### src/rtl/branch_target_buffer.sv
// Direct-mapped branch target buffer: zero-latency next-PC prediction at fetch,
// plus resolved-branch write-back, mispredict detection and saturating statistics.
module branch_target_buffer #(
    parameter int ENTRIES = 4,
    parameter int CNT_W   = 16
) (
    input  logic             CLK,
    input  logic             nRST,
    input  logic [31:0]      if_pc_i,
    input  logic             pred_dir_i,
    output logic [31:0]      npc_pred_o,
    output logic             pred_taken_o,
    input  logic             mem_upd_i,
    input  logic [31:0]      mem_pc_i,
    input  logic             mem_taken_i,
    input  logic [31:0]      mem_target_i,
    input  logic             mem_ptaken_i,
    input  logic [31:0]      mem_ptarget_i,
    input  logic             flush_i,
    output logic             mispredict_o,
    output logic [31:0]      redirect_pc_o,
    output logic [CNT_W-1:0] hit_cnt_o,
    output logic [CNT_W-1:0] miss_cnt_o
);
    localparam int IDX_W = $clog2(ENTRIES);
    localparam int TAG_W = 30 - IDX_W;

    logic [ENTRIES-1:0] valid;
    logic [TAG_W-1:0]   tag_mem [ENTRIES];
    logic [29:0]        tgt_mem [ENTRIES];

    logic [IDX_W-1:0]   if_idx;
    logic [TAG_W-1:0]   if_tag;
    logic [IDX_W-1:0]   mem_idx;
    logic               hit;
    logic               btb_wr;

    function automatic logic [CNT_W-1:0] sat_inc(input logic [CNT_W-1:0] c);
        logic [CNT_W-1:0] one;
        one = '0;
        one[0] = (c != '1);
        return c + one;
    endfunction

    assign if_idx  = if_pc_i[IDX_W+1:2];
    assign if_tag  = if_pc_i[31:IDX_W+2];
    assign mem_idx = mem_pc_i[IDX_W+1:2];

    // Lookup: purely combinational, sees contents before any same-cycle write
    assign hit          = valid[if_idx] && (tag_mem[if_idx] == if_tag);
    assign pred_taken_o = hit && pred_dir_i;
    assign npc_pred_o   = pred_taken_o ? {tgt_mem[if_idx], 2'b00} : if_pc_i + 32'd4;

    assign mispredict_o  = mem_upd_i && ((mem_taken_i != mem_ptaken_i) ||
                           (mem_taken_i && (mem_target_i != mem_ptarget_i)));
    assign redirect_pc_o = mem_taken_i ? mem_target_i : mem_pc_i + 32'd4;

    // Only taken branches allocate; direction history lives in the predictor
    assign btb_wr = mem_upd_i && mem_taken_i && !flush_i;

    always_ff @(posedge CLK) begin
        if (!nRST) begin
            valid      <= '0;
            hit_cnt_o  <= '0;
            miss_cnt_o <= '0;
        end else begin
            if (flush_i) begin
                valid <= '0;
            end else if (btb_wr) begin
                valid[mem_idx] <= 1'b1;
            end
            if (pred_taken_o) begin
                hit_cnt_o <= sat_inc(hit_cnt_o);
            end
            if (mispredict_o) begin
                miss_cnt_o <= sat_inc(miss_cnt_o);
            end
        end
    end

    // Tag/target arrays carry no reset; valid bits alone decide a hit
    always_ff @(posedge CLK) begin
        if (btb_wr) begin
            tag_mem[mem_idx] <= mem_pc_i[31:IDX_W+2];
            tgt_mem[mem_idx] <= mem_target_i[31:2];
        end
    end

endmodule

### config.mk
export PLATFORM = sky130hd
export DESIGN_NAME = branch_target_buffer
export DESIGN_NICKNAME = d
export VERILOG_FILES = /design/src/rtl/branch_target_buffer.sv
export SDC_FILE = /design/constraint.sdc
export NUM_CORES = 1
export LEC_CHECK = 0
export BUFFER_PORTS_ARGS = -buffer_cell sky130_fd_sc_hd__buf_4
export CORE_MARGIN = 4
export CORE_UTILIZATION = 51
export CTS_CLUSTER_DIAMETER = 150
export DETAILED_ROUTE_END_ITERATION = 7
export HOLD_SLACK_MARGIN = 0.02
export PLACE_DENSITY = 0.77
export SLEW_MARGIN = 20
export SYNTH_ARGS = -nofsm -noshare
export SYNTH_HDL_FRONTEND = slang
export SYNTH_SLANG_ARGS = --single-unit
### constraint.sdc
create_clock -name CLK -period 4.3 [get_ports CLK]
set_input_delay 0.86 -clock CLK [delete_from_list [all_inputs] [get_ports CLK]]
set_output_delay 0.86 -clock CLK [all_outputs]
set_load 0.005 [all_outputs]
* After elaboration in Yosys (flattened, before gate mapping)
Memories as Yosys holds them, arrays and structs flattened.
Index checks and enable logic that the tools add are counted.
** Word-level totals
- Flip-flop bits (word level) :: 36
- Logic and storage cells :: 37
- RAM bits :: 232
- Memories :: 2
- Output and inout port bits :: 98
** Memory list
- tgt_mem :: words 4, width 30, rd ports 1, clocked after Yosys merged registers in 0, wr ports 1, RTL line 30 : logic [29:0] tgt_mem [ENTRIES];
- tag_mem :: words 4, width 28, rd ports 1, clocked after Yosys merged registers in 0, wr ports 1, RTL line 29 : logic [TAG_W-1:0] tag_mem [ENTRIES];
** Cells by class
- Equality and inequality tests :: 5
- Magnitude comparators :: 3
- Bitwise operators :: 2
- Reduce and logical (&&, ||, !) cells :: 10
- $add $sub $neg :: 4
- Multiplexer cells :: 8
** Operators with widths (count)
- $add A32 B3 Y32 const B :: 2
- $mux W32 :: 2
- $add A16 B1 Y16 :: 2
- $ne A16 B16 Y1 const B :: 2
- $ne A32 B32 Y1 :: 1
- $eq A28 B28 Y1 :: 1
- $logic_and A1 B1 Y1 :: 7
- $lt A2 B3 Y1 const B :: 2
- $mux W1 :: 4
- $or A4 B4 Y4 :: 1
- $bmux W1 S2 :: 1
- $demux W1 S2 :: 1
- $ge A2 B1 Y1 const B :: 1
- $reduce_or A2 Y1 :: 1
- $logic_not A1 Y1 :: 1
- $logic_or A1 B1 Y1 :: 1
- $ne A1 B1 Y1 :: 1
- $not A1 Y1 :: 1

* Logic depth before layout (Yosys ltp)
Gate-level depths: netlist of the first run.
- Depth after elaboration :: 5
- Gate-level depth with buffers :: 14

* Worst setup path after synthesis of the first run
No wires, ideal clock.
- Path type :: in2out
- Start point :: in if_pc_i[2]
- End point :: out npc_pred_o[11]
- Arrival :: 3.447 ns
- Buffers on the path :: 3
- Stages on the path :: 9
- Slack :: -0.007 ns
- Path through :: buf_6 -> buf_2 -> mux4_2 -> xnor2_1 -> o211ai_1 -> or3_4 -> nor4_4 -> buf_6 -> mux2_2
** Between the ends
- Cells in the longest elaborated chain, start to end :: 5
** Ends and longest elaborated chain
- start: declaration :: RTL line 9 : input logic [31:0] if_pc_i,
- parallel branches: the longest is 4 deep, another holds $add A32 B3 Y32
- $mux W32 * :: RTL line 52 : assign npc_pred_o = pred_taken_o ? {tgt_mem[if_idx], 2'b00} : if_pc_i + 32'd4;
- end: declaration :: RTL line 11 : output logic [31:0] npc_pred_o,
Every way passes the cells marked *. The select of a mux whose other input is x is not followed.

* Worst setup path in the final report of the first run
- Start point :: in if_pc_i[2]
- End point :: out npc_pred_o[26]
The elaborated chain is that of the path after synthesis.

==> metrics, run 1 <==
Syn Area/Cell ~14 um2; first-pass GRT wire length 60200 um; Wirelength per Cell 25.8 um; Switch Pwr roughly 1.4 mW; Post-Synth Adder-Cell Area 0.00862; combinational share of power 0.120; Cell Rows between 50 and 60; Clock Path Buffers 3; Vias 9855; met2 usage 0.456; # IOs 233; P_int between 4 and 5 mW; CTS Sinks 268; fraction of registers with async set/reset 0; Leakage 6.28 nW; Reg clk slew, reported paths ~60 ps; Worst Setup SP if_pc_i[2]; Arrival @ worst endpoint 3640 ps; Critical Path RT between 3000 and 4000 ps; DRT iter0 DRCs 1164; final WL 41100 um; Syn. warnings 0; Sw Share 0.233; Main synth FF type edfxtp_1; syn nets about 1100; hpwl dp 29200 um; Period Utilization, post-route 1.05; Syn Inst Count 941; layout cells sized above 1 0.365; CTS tree built; cell area after synthesis 13100 um2; Clock power frac 0.404; met3 Use GR 0.0542; fmax about 220 MHz; Crit Path Max Fanout 7; Nets between 1000 and 1500; Compound-Gate Fraction of Synth Area 0.0400; Initial Utilization 0.519; post-synthesis simple-gate area fraction 0.113; DRC violations left 0; Filler cells 1763; core footprint 25200 um2; Die Ht 168 um; number of global-route vias before repair 9797; Tmin final 4500 ps; Placer Congestion 0.919; XOR/XNOR Fraction of Synth Area 0.0810; power per cell area 355 nW/um2; Slew HR 0.369; largest net degree at the start of global routing 40; hold_sp hit_cnt_o[4]; Die W 168 um; Via-to-Cell Ratio 6.19; total track usage 0.280; VDD IR max ~0.24 mV; final setup violating endpoints 32; final worst slack -202 ps; Max Slew Vio Count 0; initial antenna violation count 3; Worst setup SP type input port; first drt pass iteration count 5; unique cell type count in the Yosys netlist 60; Clock Skew ~18 ps; RSZ-0062 raised after global routing true; min-delay worst type reg2reg; MaxCap Viol Count 0; synthesis-to-layout area growth 30.7%; register area share after synthesis 0.588; post-cts hold buffer count 0; synthesized flop and latch total 268; hold slack final 489 ps; GRT overflow 0; Pwr Total approximately 6 mW; TritonCTS buffer count 29; met1 Track Usage GR 0.378; Hold Path Depth 2; Post-synth EDFFs 232; port bufs 232; post-synthesis mux area share 0.145; Flop pwr share 0.476; Critical R2R Launch miss_cnt_o[2]; CP Class in2out; most used routing layer met2; antenna viol nets, final 0; Root Driver clkbuf_16; Worst-Margin Slew approximately 940 ps; Final Hold Vio Count 0; status complete, but fails checks; latest clock arrival within the worst-skew pair 550 ps; CTS H-Tree Depth 1; largest family of logic cells by synthesized area multiplexers; Reg2Reg Depth 12; die area roughly 28000 um2; failing checks setup timing; critical path capture point type primary output
==> cells by family (layout without fill, tap and decap cells) <==
family / after synthesis / in the layout
and+or+nand+nor: 282 / 282
DFF: 268 / 268
muxes: 125 / 125
xor gates and xnor gates: 120 / 120
AOI/OAI and AO/OA: 81 / 81
buffers and inverters: 56 / 375
adders and majority gates: 9 / 9
other: 0 / 2
==> metrics by stage <==
step	util	cell area [um2]	setup TNS [ps]	setup slack [ps]	cells
3_5_place_dp	0.617	15500	-7270	-262	1520
5_1_grt	0.678	17100	-7320	-273	1591
4_1_cts	0.671	16900	-3740	-159	1586
6_report	0.678	17100	-4930	-202	1592
3_3_place_gp	0.617	15500	-6090	-217	1520
2_1_floorplan	-	13100	0	38.4	941
==> registers in the layout, indices dropped and copies added, names as in the netlist <==
signal      cells
hit_cnt_o      16
miss_cnt_o     16
tag_mem       112
tgt_mem       120
valid           4
==> cells in the mapped netlist (all sizes together), types with 2 or more instances <==
master | n | area, um2
nand3 | 34 | 170
nand2 | 79 | 297
and4 | 8 | 70.1
nor2b | 4 | 25.0
ha | 9 | 113
nor4 | 17 | 121
o31ai | 11 | 82.6
dfxtp | 36 | 721
a221oi | 3 | 32.5
or4 | 11 | 82.6
edfxtp | 232 | 6970
mux2 | 38 | 428
o22ai | 2 | 12.5
inv | 14 | 52.6
and2 | 8 | 50.1
o211ai | 3 | 22.5
o21ai | 34 | 170
o2bb2ai | 3 | 26.3
nor3 | 9 | 45.0
or2 | 5 | 31.3
o32ai | 2 | 17.5
buf | 19 | 173
mux2i | 41 | 410
nand2b | 12 | 75.1
mux4 | 46 | 1060
or3 | 3 | 23.8
nor2 | 42 | 158
and3 | 23 | 144
o32a | 2 | 20.0
xnor2 | 68 | 603
clkbuf | 23 | 86.3
nand4 | 19 | 119
a21oi | 13 | 65.1
xor2 | 52 | 455
nor4b | 3 | 26.3
==> timing repair <==
| item | 4_1_cts | 5_1_grt |
|---|---|---|
| setup endpoints to repair | 30 | 32 |
| pin swaps | 3 | 12 |
| cloned | 3 | 1 |
| buffers inserted | 11 | 3 |
| resized for setup | 67 | 29 |
==> worst paths after layout <==
kind	to	slack, ps
max reg2reg	miss_cnt_o[14]	1270
min reg2reg	hit_cnt_o[4]	490
max	npc_pred_o[26]	-200
min	hit_cnt_o[4]	490
==> power groups by stage <==
stage	Sequential [mW]	Clock [mW]	Combinational, mW
after CTS	2.88	2.46	0.692
after global routing	2.89	2.58	0.764
final	2.89	2.45	0.726
after global placement	2.94	0	0.652
after floorplan	2.94	0	0.276
after detailed placement	2.94	0	0.659
==> worst max-delay path: stages <==
cell      delay [ps]
buf_12           110
buf_8            120
mux4_2           540
xnor2_2          240
o211ai_1         130
or3_4            410
nor4_4           330
buf_4            170
buf_6            130
buf_12           150
mux2_4           320
buf_6            120
==> per-layer routing <==
metal / vias to the layer above / part of all wire
li1: 4211 / -
met1: 4876 / 0.38
met2: 661 / 0.48
met3: 105 / 0.095
met4: 2 / 0.042
met5: - / 0.00032
==> cell usage in the layout (no fill, tap or decap), drive strengths merged, types with 3 or more instances in the layout <==
| cell | count |
|---|---|
| mux4 | 46 |
| nor3 | 9 |
| mux2i | 41 |
| dfxtp | 36 |
| o2bb2ai | 3 |
| or3 | 3 |
| inv | 16 |
| or4 | 11 |
| o211ai | 3 |
| bufinv | 3 |
| mux2 | 38 |
| nor2b | 4 |
| xor2 | 52 |
| nor4b | 3 |
| clkinvlp | 3 |
| clkbuf | 36 |
| nor2 | 42 |
| nor4 | 17 |
| and2 | 8 |
| nand3 | 34 |
| clkinv | 10 |
| or2 | 5 |
| a21oi | 13 |
| o31ai | 11 |
| and4 | 8 |
| nand2b | 12 |
| and3 | 23 |
| ha | 9 |
| o21ai | 34 |
| xnor2 | 68 |
| buf | 307 |
| nand4 | 19 |
| nand2 | 79 |
| a221oi | 3 |
| edfxtp | 232 |
==> final cells by class <==
| cell class | instances | area (um2) | area share |
|---|---|---|---|
| flip-flops and latches | 268 | 7690 | 0.450 |
| multi-input cells | 617 | 5280 | 0.309 |
| repair buffers | 308 | 2710 | 0.159 |
| clock buffers | 35 | 748 | 0.0438 |
| well taps | 330 | 413 | 0.0242 |
| clock inverters | 18 | 181 | 0.0106 |
| inverters | 14 | 52.6 | 0.00308 |
| diodes | 2 | 5.00 | 0.000293 |
(Power assumes the default switching activity.)
==> run 2: changes to the inputs <==
- REMOVE_ABC_BUFFERS: unset -> 1
- clock period: 4.3 -> 4.05 ns (I/O delays scaled with it)
==> metrics, run 2 (synthesis results as in run 1) <==
fmax 229 MHz; Reg clk slew, reported paths 60 ps; CTS tree built; Tmin final 4360 ps; Cell Rows 58; most used routing layer met2; Max Slew Vio Count 0; Die W around 170 um; Period Utilization, post-route 1.08; Clock Skew 10.0 ps; failing checks setup timing; status complete, but fails checks; CTS Sinks 268; final worst slack -315 ps; most frequent cells in the layout 275 x buf_4, 232 x edfxtp_1, 79 x nand2_1; Worst setup SP type input port; termination of the worst setup path npc_pred_o[6]; Worst R2R End hit_cnt_o[10]; latest clock arrival within the worst-skew pair 530 ps; total track usage 0.259; critical path's most frequent cell buf_12; met2 usage 0.430; Vias 9389; TritonCTS buffer count 27; met1 Track Usage GR 0.358; VDD IR max 0.262 mV; max FFs per register 120; core footprint about 25000 um2; Crit Path Max Fanout 6; antenna viol nets, final 0; GRT overflow 0; Reg2Reg Depth 9; die area 28300 um2; Slew HR 0.492; Nets 1392; initial antenna violation count 0; Arrival @ worst endpoint 3550 ps; RSZ-0062 raised after global routing true; Worst Setup Slack post-DPL -433 ps; layout cells sized above 1 0.368; hpwl dp about 27000 um; Worst Setup SP if_pc_i[2]; number of global-route vias before repair 9137; Worst path max stage delay 570 ps; Filler cells 1797; biggest regs tgt_mem (120), tag_mem (112); Worst-Margin Slew 761 ps; Clock Path Buffers 3; Critical R2R Launch tag_mem[0][20]; Root Driver clkbuf_16; power per cell area 362 nW/um2; post-cts hold buffer count 0; Placer Congestion 0.899; first drt pass iteration count 5; critical path capture point type primary output; Wirelength per Cell about 24 um; Final Hold Vio Count 0; min-delay worst type reg2reg; CP Class in2out; CTS H-Tree Depth 1; MaxCap Viol Count 0; final setup violating endpoints 33; DP Cell Count roughly 1500; largest net degree at the start of global routing 60; Via-to-Cell Ratio 5.88; Critical Path RT 3240 ps; Die Ht 168 um; DRT iter0 DRCs 1011; Top reg by flops tgt_mem; cell at the slowest stage of the critical path mux4_2; number of diodes 0; # IOs approximately 230; port bufs 232; FF-to-FF setup slack 940 ps; most common cell after layout, fill and taps aside buf_4; Initial Utilization 0.519; synthesis-to-layout area growth 30.0%; crit path cell chain buf_12 -> buf_12 -> mux4_2 -> xnor2_2 -> o211ai_1 -> or3_4 -> nor4_4 -> buf_4 -> clkbuf_16 -> buf_8 -> mux2_4 -> buf_6; DRC violations left 0; first-pass GRT wire length 55700 um; final WL 38200 um; Non-Filler Instances around 1600; met3 Use GR 0.0399; Leakage between 6 and 7 nW
-- run 2: cell count changes in the layout (fill, tap and decap cells not counted), sizes merged --
cell / before / now
inv: 16 / 15
buf: 307 / 318
diode: 2 / 0
bufinv: 3 / 1
clkbuf: 36 / 38
clkinvlp: 3 / 1
-- run 2: final cells by class --
| cell class | count | area, um2 | area share |
|---|---|---|---|
| clock buffer | 36 | 729 | 0.0429 |
| clock inverter | 13 | 92.6 | 0.00545 |
| inverter | 14 | 52.6 | 0.00309 |
| multi-input combinational | 617 | 5280 | 0.311 |
| sequential | 268 | 7690 | 0.452 |
| tap | 330 | 413 | 0.0243 |
| timing repair buffer | 320 | 2740 | 0.161 |
-- run 2: worst min path at each step --
stage | from | to | cells after the start | slack [ps]
6_report | valid[0] | valid[0] | 2 | 470
4_1_cts | mem_target_i[19] | tgt_mem[0][17] | 1 | 470
3_5_place_dp | valid[0] | valid[0] | 2 | 460
2_1_floorplan | valid[0] | valid[0] | 2 | 430
5_1_grt | mem_target_i[19] | tgt_mem[0][17] | 1 | 490
3_3_place_gp | valid[3] | valid[3] | 2 | 450
-- run 2: critical path: cells and delay by family --
kind	cells	cell delay [ps]
xor gates and xnor gates	1	180
buffers and inverters	6	810
and+or+nand+nor	2	750
AOI/OAI and AO/OA	1	110
muxes	2	870
-- run 2: metrics by stage --
step / util / power [mW] / TNS, ps / hold WS, ps / area, um2
floorplan: - / 3.36 / -18790 / 432 / 12800
global placement: 0.618 / 3.79 / -11500 / 452 / 15600
detailed placement: 0.618 / 3.80 / -12820 / 457 / 15600
CTS: 0.668 / 6.15 / -7290 / 474 / 16800
global route: 0.675 / 6.33 / -9790 / 487 / 17000
finish: 0.675 / 6.15 / -7930 / 475 / 17000
-- run 2: repair_timing --
action | CTS | global route
pin swaps | 6 | 6
gates cloned | 3 | 1
buffers inserted | 13 | 8
gates resized for setup | 68 | 31
setup endpoints to repair | 33 | 33
-- run 2: metal layers --
| metal | vias up | part of all wire |
|---|---|---|
| met5 | - | 0 |
| met4 | 0 | 0.030 |
| met3 | 77 | 0.081 |
| met2 | 460 | 0.49 |
| met1 | 4642 | 0.40 |
| li1 | 4210 | - |
-- run 2: report_power, final --
| group | internal, mW | switching [mW] |
|---|---|---|
| clock | 1.33 | 1.01 |
| sequential | 3.05 | 0.0145 |
| combinational | 0.379 | 0.366 |
==> run 3: changes to the inputs <==
- CELL_PAD_IN_SITES_DETAIL_PLACEMENT: unset -> 0
- CELL_PAD_IN_SITES_GLOBAL_PLACEMENT: unset -> 2
- CORE_UTILIZATION: 51 -> 35
- PLACE_DENSITY: 0.77 -> unset
- PLACE_DENSITY_LB_ADDON: unset -> 0.1
==> metrics, run 3 (synthesis results as in run 1) <==
Placer Congestion 0.784; Non-Filler Instances 1764; power per cell area 375 nW/um2; Leakage 6.54 nW; GRT overflow 0; Arrival @ worst endpoint 3440 ps; VDD IR max 0.324 mV; Filler cells between 3000 and 4000; first drt pass iteration count 5; max FFs per register 120; number of diodes 0; TritonCTS buffer count 31; DRT iter0 DRCs 634; Clock Path Buffers 3; Max Slew Vio Count 0; Clock Skew 19.1 ps; Worst Setup Slack post-DPL -501 ps; Nets around 1400; Root Driver clkbuf_16; final worst slack -201 ps; failing checks setup timing; DRC violations left 0; CTS tree built; antenna viol nets, final 0; latest clock arrival within the worst-skew pair 570 ps; min-delay worst type in2reg; Slew HR 0.464; setup tns final -5470 ps; Cell Rows 70; final setup violating endpoints 32; layout cells sized above 1 0.395; Vias 9172; Period Utilization, post-route 1.05; fmax 235 MHz; core footprint 36700 um2; post-cts hold buffer count 0; CP Class in2out; biggest regs tgt_mem (120), tag_mem (112); Wirelength per Cell 24.6 um; CTS H-Tree Depth 1; Top reg by flops tgt_mem; die area 40500 um2; port bufs 232; Final Hold Vio Count 0; MaxCap Viol Count 0; Worst setup SP type input port; total track usage 0.206; most common cell after layout, fill and taps aside buf_4; hpwl dp 31100 um; largest net degree at the start of global routing 49; DP Cell Count 1687; first-pass GRT wire length between 60000 and 70000 um; Die W approximately 200 um; most frequent cells in the layout 285 x buf_4, 232 x edfxtp_1, 79 x nand2_1; initial antenna violation count 1; RSZ-0062 raised after global routing true; hold slack final 470 ps; CTS Sinks 268; Reg clk slew, reported paths 70 ps; status complete, but fails checks; synthesis-to-layout area growth 35.3%; Critical Path RT 3240 ps; critical path capture point type primary output; Via-to-Cell Ratio a little over 5; Tmin final between 4000 and 5000 ps; Worst-Margin Slew approximately 800 ps; Crit Path Max Fanout 9; final WL 43400 um; # IOs between 200 and 250; number of global-route vias before repair 9259; Die Ht 201 um; Initial Utilization 0.356
run 3: cell types whose count changed in the layout (fill, tap and decap cells not counted), moves of 3 or more:
cell	previous run	this run
buf_4	275	285
buf_6	28	36
mux2i_2	1	6
mux2_1	7	0
mux2_4	21	29
clkbuf_16	29	32
nor4_1	15	12
clkinv_2	7	4
mux2i_1	38	35
run 3: cell type report:
class / count / area (um2) / area share
clock inverters: 18 / 191 / 0.0108
multi-input cells: 617 / 5370 / 0.304
clock buffers: 38 / 822 / 0.0465
well taps: 468 / 586 / 0.0331
flip-flops and latches: 268 / 7690 / 0.435
inverters: 14 / 52.6 / 0.00297
repair buffers: 341 / 2970 / 0.168
run 3: path summary, 6_finish.rpt:
check                   start        endpoint  slack (ps)  cells after the start
min          mem_target_i[21]  tgt_mem[2][19]         470                      1
max reg2reg    tag_mem[2][13]    hit_cnt_o[8]        1120                      9
max                if_pc_i[3]  npc_pred_o[30]        -200                     13
min reg2reg          valid[2]        valid[2]         480                      2
run 3: repair_timing:
action | CTS | global route
cloned | 4 | 0
endpoints found under the setup margin | 33 | 33
gates resized for setup | 108 | 20
pin swaps | 8 | 2
buffers inserted | 15 | 3
run 3: through the flow:
| step | util | power (mW) | instance area [um2] |
|---|---|---|---|
| finish | 0.482 | 6.63 | 17700 |
| global route | 0.482 | 6.86 | 17700 |
| CTS | 0.480 | 6.69 | 17600 |
| detailed placement | 0.433 | 3.84 | 15900 |
| global placement | 0.433 | 3.84 | 15900 |
| floorplan | - | 3.36 | 12800 |
run 3: power by group:
part	internal [mW]	leakage [nW]	switching, mW
sequential	3.05	2.39	0.0137
clock	1.64	0.495	1.14
combinational	0.401	3.66	0.390
total	5.09	6.54	1.54
run 3: worst max-delay path: stages:
cell and delay, ps:
buf_12 140, buf_12 140, buf_4 130, mux2i_2 230, xor2_1 180, and4_1 240
o211ai_1 90, or3_4 410, nor4_4 240, buf_6 190, buf_12 180, mux2_4 330
buf_6 120
run 3: layer usage:
metal,up-vias,GRT usage,share of wire
met5,-,0,0
met4,0,0.0300,0.014
met3,40,0.0343,0.058
met2,301,0.344,0.48
met1,4558,0.293,0.45
li1,4273,-,-
